==> src/rtl/seg7_pkg.sv <==
// Shared constants, types and hex patterns for the multiplexed 7-segment driver.
package seg7_pkg;

    localparam logic [6:0] SEG_BLANK = 7'h7F;
    localparam logic [3:0] AN_OFF    = 4'hF;

    // Active-low {g,f,e,d,c,b,a} patterns, entry 15 first.
    localparam logic [15:0][6:0] HEX_PAT = {
        7'h0E, 7'h06, 7'h21, 7'h46, 7'h03, 7'h08, 7'h10, 7'h00,
        7'h78, 7'h02, 7'h12, 7'h19, 7'h30, 7'h24, 7'h79, 7'h40
    };

    typedef enum logic {BLANK, SHOW} state_t;

    typedef struct packed {
        logic [15:0] data;
        logic [3:0]  dp;
        logic [3:0]  en;
    } disp_buf_t;

endpackage

==> src/rtl/seg7_decode.sv <==
// Combinational hex nibble to active-low 7-segment pattern.
module seg7_decode
    import seg7_pkg::*;
(
    input  logic [3:0] nibble,
    output logic [6:0] seg_c
);

    assign seg_c = HEX_PAT[nibble];

endmodule

==> src/rtl/dynamic_lighting_driver.sv <==
// 4-digit common-anode display multiplexer with ghost blanking, frame-aligned
// double buffering and optional leading-zero suppression.
module dynamic_lighting_driver
    import seg7_pkg::*;
#(
    parameter int unsigned BLANK_CYC = 16,
    parameter bit          LZS       = 1'b1
) (
    input  logic        CLK,
    input  logic        RST_N,
    input  logic [1:0]  SEL,
    input  logic        LOAD,
    input  logic [15:0] DATA,
    input  logic [3:0]  DP_IN,
    input  logic [3:0]  EN_IN,
    output logic [3:0]  AN,
    output logic [6:0]  SEG,
    output logic        DP,
    output logic        BUSY
);

    localparam int unsigned CNT_W = 8;
    localparam logic [CNT_W-1:0] CNT_LAST = CNT_W'(BLANK_CYC - 1);
    localparam disp_buf_t BUF_RST = '{data: 16'h0000, dp: 4'h0, en: 4'hF};

    logic [1:0]       sel_q;
    state_t           state;
    logic [CNT_W-1:0] cnt;
    logic [1:0]       cur;
    disp_buf_t        act;
    disp_buf_t        pend;

    logic             change;
    logic             commit;
    state_t           nxt_state;
    logic [CNT_W-1:0] nxt_cnt;
    logic [1:0]       nxt_cur;
    disp_buf_t        nxt_act;
    disp_buf_t        nxt_pend;
    logic             nxt_busy;
    logic [3:0]       nibble;
    logic [3:0]       lead_zero;
    logic             suppress;
    logic [6:0]       dec_seg;
    logic [3:0]       nxt_an;
    logic [6:0]       nxt_seg;
    logic             nxt_dp;

    // Decoder looks at the digit that will be shown after this edge.
    seg7_decode u_decode (
        .nibble (nibble),
        .seg_c  (dec_seg)
    );

    always_comb begin
        change    = (SEL != sel_q);
        commit    = change && (SEL == 2'd0);
        nxt_state = state;
        nxt_cnt   = cnt;
        nxt_cur   = cur;
        nxt_act   = commit ? pend : act;
        nxt_pend  = LOAD ? '{data: DATA, dp: DP_IN, en: EN_IN} : pend;
        nxt_busy  = LOAD ? 1'b1 : (commit ? 1'b0 : BUSY);

        if (change) begin
            nxt_state = BLANK;
            nxt_cnt   = '0;
            nxt_cur   = SEL;
        end else if (state == BLANK) begin
            if (cnt == CNT_LAST) begin
                nxt_state = SHOW;
            end else begin
                nxt_cnt = cnt + CNT_W'(1);
            end
        end

        nibble       = 4'(nxt_act.data >> {nxt_cur, 2'b00});
        lead_zero[3] = (nxt_act.data[15:12] == 4'h0);
        lead_zero[2] = lead_zero[3] && (nxt_act.data[11:8] == 4'h0);
        lead_zero[1] = lead_zero[2] && (nxt_act.data[7:4] == 4'h0);
        lead_zero[0] = 1'b0;
        suppress     = LZS && lead_zero[nxt_cur];

        nxt_an  = AN_OFF;
        nxt_seg = SEG_BLANK;
        nxt_dp  = 1'b1;
        if (nxt_state == SHOW && nxt_act.en[nxt_cur]) begin
            nxt_an  = ~(4'b0001 << nxt_cur);
            nxt_seg = suppress ? SEG_BLANK : dec_seg;
            nxt_dp  = ~nxt_act.dp[nxt_cur];
        end
    end

    always_ff @(posedge CLK or negedge RST_N) begin
        if (!RST_N) begin
            sel_q <= 2'd0;
            state <= BLANK;
            cnt   <= '0;
            cur   <= 2'd0;
            act   <= BUF_RST;
            pend  <= BUF_RST;
            BUSY  <= 1'b0;
            AN    <= AN_OFF;
            SEG   <= SEG_BLANK;
            DP    <= 1'b1;
        end else begin
            sel_q <= SEL;
            state <= nxt_state;
            cnt   <= nxt_cnt;
            cur   <= nxt_cur;
            act   <= nxt_act;
            pend  <= nxt_pend;
            BUSY  <= nxt_busy;
            AN    <= nxt_an;
            SEG   <= nxt_seg;
            DP    <= nxt_dp;
        end
    end

endmodule

==> config.mk <==
export PLATFORM = sky130hd
export DESIGN_NAME = dynamic_lighting_driver
export DESIGN_NICKNAME = d
export VERILOG_FILES = /design/src/rtl/seg7_pkg.sv /design/src/rtl/seg7_decode.sv /design/src/rtl/dynamic_lighting_driver.sv
export SDC_FILE = /design/constraint.sdc
export NUM_CORES = 1
export LEC_CHECK = 0
export ABC_AREA = 1
export CAP_MARGIN = 25
export CORE_MARGIN = 3
export CORE_UTILIZATION = 41
export CTS_CLUSTER_SIZE = 10
export DETAILED_ROUTE_END_ITERATION = 10
export GPL_ROUTABILITY_DRIVEN = 0
export GPL_TIMING_DRIVEN = 0
export PLACE_DENSITY = 0.62
export SYNTH_ARGS = -nofsm -noshare
export SYNTH_HDL_FRONTEND = slang
export SYNTH_SLANG_ARGS = --single-unit
export TNS_END_PERCENT = 30
==> constraint.sdc <==
create_clock -name CLK -period 2.6 [get_ports CLK]
set_input_delay 0.39 -clock CLK [delete_from_list [all_inputs] [get_ports CLK]]
set_output_delay 0.39 -clock CLK [all_outputs]
set_load 0.01 [all_outputs]
## Yosys cells after proc, flatten, opt, wreduce, memory -nomap -nowiden

Memories as Yosys holds them, arrays and structs flattened.
Cells that the tools add are included.

| storage, ports and cells | value |
|---|---|
| logic and storage cells | 57 |
| input bits | 29 |
| register bits | 74 |
| ROM bits | 112 |
| memories | 1 |
| output and inout bits | 13 |

| cells by class | value |
|---|---|
| magnitude comparators | 2 |
| muxes and demuxes | 21 |
| reductions and logical operators | 10 |
| $add $sub $neg | 1 |
| bitwise operators | 2 |
| shift-type cells | 2 |
| equal/unequal tests | 4 |

Memory list:

| name | words | width | read ports | clocked after memory_dff | write ports | line | RTL |
|---|---|---|---|---|---|---|---|
| (name not given) | 16 | 7 | 1 | 0 | 0 | seg7_decode.sv:9 | `assign seg_c = HEX_PAT[nibble];` |

Operators by type and width:

| operator | number |
|---|---|
| $mux W24 | 1 |
| $mux W8 | 3 |
| $mux W7 | 3 |
| $shr A16 B4 Y4 | 1 |
| $logic_not A4 Y1 | 3 |
| $mux W1 | 9 |
| $add A8 B1 Y8 const B | 1 |
| $eq A8 B4 Y1 const B | 1 |
| $bmux W1 S2 | 3 |
| $lt A4 B5 Y1 const B | 1 |
| $logic_and A1 B1 Y1 | 4 |
| $mux W4 | 1 |
| $not A4 Y4 | 1 |
| $shl A1 B2 Y4 const A | 1 |
| $lt A2 B3 Y1 const B | 1 |
| $logic_not A2 Y1 | 1 |
| $mux W2 | 1 |
| $ne A2 B1 Y1 const B | 1 |
| $ne A2 B2 Y1 | 1 |
| $ne A2 B2 Y1 const B | 1 |
| $reduce_and A2 Y1 | 1 |
| $reduce_bool A2 Y1 | 1 |
| $not A1 Y1 | 1 |

## Depth between registers and ports, before layout

| logic depth | value |
|---|---|
| word-level depth | 10 |
| gate-level depth with buffers | 17 |
| depth with buffers taken out | 17 |

## Cells and area by module

From an unflattened synthesis, not the netlist that was laid out.

| second synthesis, totals | value |
|---|---|
| cells, all modules | 404 |
| area, all modules | 3523.4 um2 |

By module, submodules not included:

| module | sequential area each (um2) | instances | cells each | area an instance (um2) |
|---|---|---|---|---|
| dynamic_lighting_driver | 1876.8 | 1 | 355 | 3249.4 |
| seg7_decode | 0.0 | 1 | 49 | 274.0 |

## Least setup slack after synthesis

No wires, ideal clock.

| timing path | value |
|---|---|
| path type | register to register |
| start | reg sel_q[0] |
| end | reg SEG[0] |
| cell stages (with the launch flop) | 16 |
| data arrival time | 1.879 ns |
| period minus slack after synthesis | 1.962 ns |
| path slack | 0.638 ns |
| setup time | 0.083 ns |
| data required time | 2.517 ns |
| buffers on the path | 1 |
| cell sequence | dfrtp_1 inv_1 nand2_2 nand2_4 nand2_8 buf_12 nand3_2 nand2_1 nand3_1 nand2_1 nor2_2 inv_1 ha_1 nand3b_1 nand3_1 nand3_2 |

RTL lines:

| element | line | RTL |
|---|---|---|
| from (decl) | dynamic_lighting_driver.sv:26 | `logic [1:0] sel_q;` |
| from (signal assigned) | dynamic_lighting_driver.sv:96 | `sel_q <= 2'd0;` |
| from (signal assigned) | dynamic_lighting_driver.sv:107 | `sel_q <= SEL;` |
| to (signal assigned) | dynamic_lighting_driver.sv:115 | `SEG <= nxt_seg;` |
| to (decl) | dynamic_lighting_driver.sv:17 | `output logic [6:0] SEG,` |

==> flow_summary.ini <==
[global_route]
grt_pass1_wl_um = 13630
met3_usage_pct = 2.730
grt_max_degree = 47
grt-ovfl-total = 0
met2_usage_pct = 27.04
grt_pass1_vias = 2886
antenna_found_initial = 0
track_usage_pct = 16.82
top_usage_layer = met2
met1_usage_pct = 22.78

[floorplan]
io_pins = 42
fp.dieW_um = 102.4
die_h_um = 102.4
rows = 34
initial_utilization_pct = 43.01
core_area_um2 = 8848
die-area_um2 = 10480

[worst_setup_path]
critPathMostFrequentCell = nand2_1
start_kind = input port
crit_chain = clkdlybuf4s50_1, inv_2, o211ai_4, buf_6, buf_6, nand2_1, nand2_1, inv_2, nand2_1, nand2_1, nor2_2, ha_1, inv_1, nand2_1, nand3_1, nand2_1, nand2_1
cp_top_family = buffers and inverters
max_stage_delay_ps = 570
cp.arrival_ps = 2710
required_ps = 2890
cp_num_buf_inv = 6
crit_type = input port to register
cp_slowest_cell = clkdlybuf4s50_1
end_kind = register
cp_max_fo = 10

[placed_design]
io_buffer_count = 40
place_ws_ps = -232.7
placed_area_um2 = 4367
dpl.hpwl_um = 5886

[detailed_routing]
route.detailed.wl_per_inst_um = 13.66
viasPerCell = 4.913
wirelength_um = 8139
drtIter0Drc = 83
drc = 0
ant_nets = 0
firstDrtPassIters = 4
num_vias = 2928

[sta]
worst_slew_margin_rel_pct = 64.38
fin_crit_sh_pct = 93.20
final.min_clock_period_ps = 2423
fmax_mhz = 412.7
fin_skew_ps = 6.210
worst_slew_pin_slew_ps = 534.2
hold_viol = 0
fin_hold_ws_ps = 396.3
slew_violations = 0
setup_viol = 0
rsz0062_at_grt = no
fin_tns_setup_ps = 0
worst_slack_ps = 176.8

[synthesis]
yosys.area.top_type = dfrtp_1
async_flop_share_pct = 100.0
synth_nets = 465
synth_flop_cell = dfrtp_1
synth_top_area_share_pct = 35.50
synthCells = 430
synth.area.top_cells = dfrtp_1 36%, dfstp_2 14%, nand2_1 13%
synth_edf_count = 0
yosysWarnings = 0
ys_types = 32
yosysSeqAreaShare_pct = 49.31
synth_area_per_cell_um2 = 8.852
syn_area_um2 = 3806
synth_seq_cells = 74

[final_layout]
drive_above_1_share_pct = 22.54
stdcell_area_um2 = 4594
fin_util_pct = 51.92
area_delta_synth_final_pct = 20.71
diodes = 0
num-nets-final = 518
n_fill_cell = 877
seq_area_um2 = 1877
multi_input_area_um2 = 1673

[cts]
htreeDepth = 3
cts_setup_buffers = 0
cts_tree = done
clockBufferDepth = 2
cts_root_buf = clkbuf_8
insertion_delay_ps = 350
cts.sinks = 74
clk_pin_slew_worst_paths_ps = 80
cts_buffers = 9

[hold_path]
hp-class = input port to register

[flow_run]
maxCapViolations = 0

[power_and_ir_drop]
ir_drop_v = 0.0002952
power_density_nw_per_um2 = 637.3
p_leak_nw = 2.187

[run_status]
status = completed
## placed cells by master, fill, tap and decap left out, drive strengths merged, types with 2 or more instances in the layout
master	instances
ha	6
nand3b	3
o21ai	39
nor3	4
nand2	164
buf	8
dfstp	20
nor2	29
nand3	41
inv	48
o211ai	2
a21oi	4
nand4	2
clkdlybuf4s50	39
bufinv	2
dfrtp	54
clkbuf	16
clkinv	3
## path summary, 6_finish.rpt
| path | from | end | slack (ps) | cells after the start |
|---|---|---|---|---|
| worst max-delay path | SEL[1] | SEG[3] | 180 | 17 |
| worst min-delay path | LOAD | pend[17] | 400 | 2 |
| worst max register to register | sel_q[0] | SEG[3] | 300 | 15 |
| worst min register to register | pend[22] | pend[22] | 480 | 2 |
| max in group asynchronous | RST_N | SEG[4] | 1480 | 3 |
| min in group asynchronous | RST_N | cnt[3] | 500 | 2 |
## kinds of logic after synthesis
group / count (synthesis) / synth area share (%)
simple gates: 245 / 34.42
compound gates: 46 / 7.364
fa+ha+maj: 6 / 1.972
flops: 74 / 49.31
buf+inv: 59 / 6.936
## metrics by stage
| step | std cells | power (mW) |
|---|---|---|
| detailed placement | 579 | 1.970 |
| floorplan | 430 | 1.782 |
| finish | 596 | 2.928 |
| global placement | 578 | 1.950 |
| global route | 596 | 3.096 |
| CTS | 596 | 2.956 |
## registers in the layout, summed over array words and instances, names as in the netlist
register  count
act          24
cnt           8
state         1
pend         24
DP            1
sel_q         2
SEG           7
BUSY          1
AN            4
cur           2
## worst reg2reg max path, cell delays in order (launching register included)
cell      delay (ps)
dfrtp_1          430
o211ai_4         300
buf_6            200
buf_6            160
nand2_1           60
nand2_1          100
inv_2             50
nand2_1           70
nand2_1           70
nor2_2           220
ha_1             280
inv_1             60
nand2_1           50
nand3_1           80
nand2_1           60
nand2_1           60
## what timing repair did
item,in CTS,in global routing
endpoints found under the setup margin,0,5
resized for setup,0,2
hold endpoints to repair,26,0
hold buffers,1,0
## area by class of cell
| class | count | share of cell area, % |
|---|---|---|
| clock buffer | 11 | 2.859 |
| timing repair buffer | 42 | 9.477 |
| multi-input combinational | 297 | 36.41 |
| clock inverter | 5 | 1.716 |
| sequential | 74 | 40.85 |
| tap | 108 | 2.941 |
| buffer | 11 | 1.716 |
| inverter | 48 | 4.031 |
## report_power, final
group	internal, mW	switching [mW]
combinational	0.234	0.418
clock	0.540	0.435
sequential	1.26	0.0357
total	2.04	0.890
## cells in the mapped netlist (6+ instances only)
cell,count
dfrtp_1,54
dfstp_2,20
ha_1,6
inv_1,39
inv_2,8
nand2_1,134
nand2_2,18
nand2_4,9
nand3_1,29
nand3_2,12
nor2_1,19
o21ai_0,31
## routing by layer
layer,share of wire [%],vias to the layer above
li1,-,1461
met2,47,48
met1,48,1405
met4,1.8,0
met3,3.2,14
met5,0,-
No activity file was read; power rests on OpenSTA's default activity.
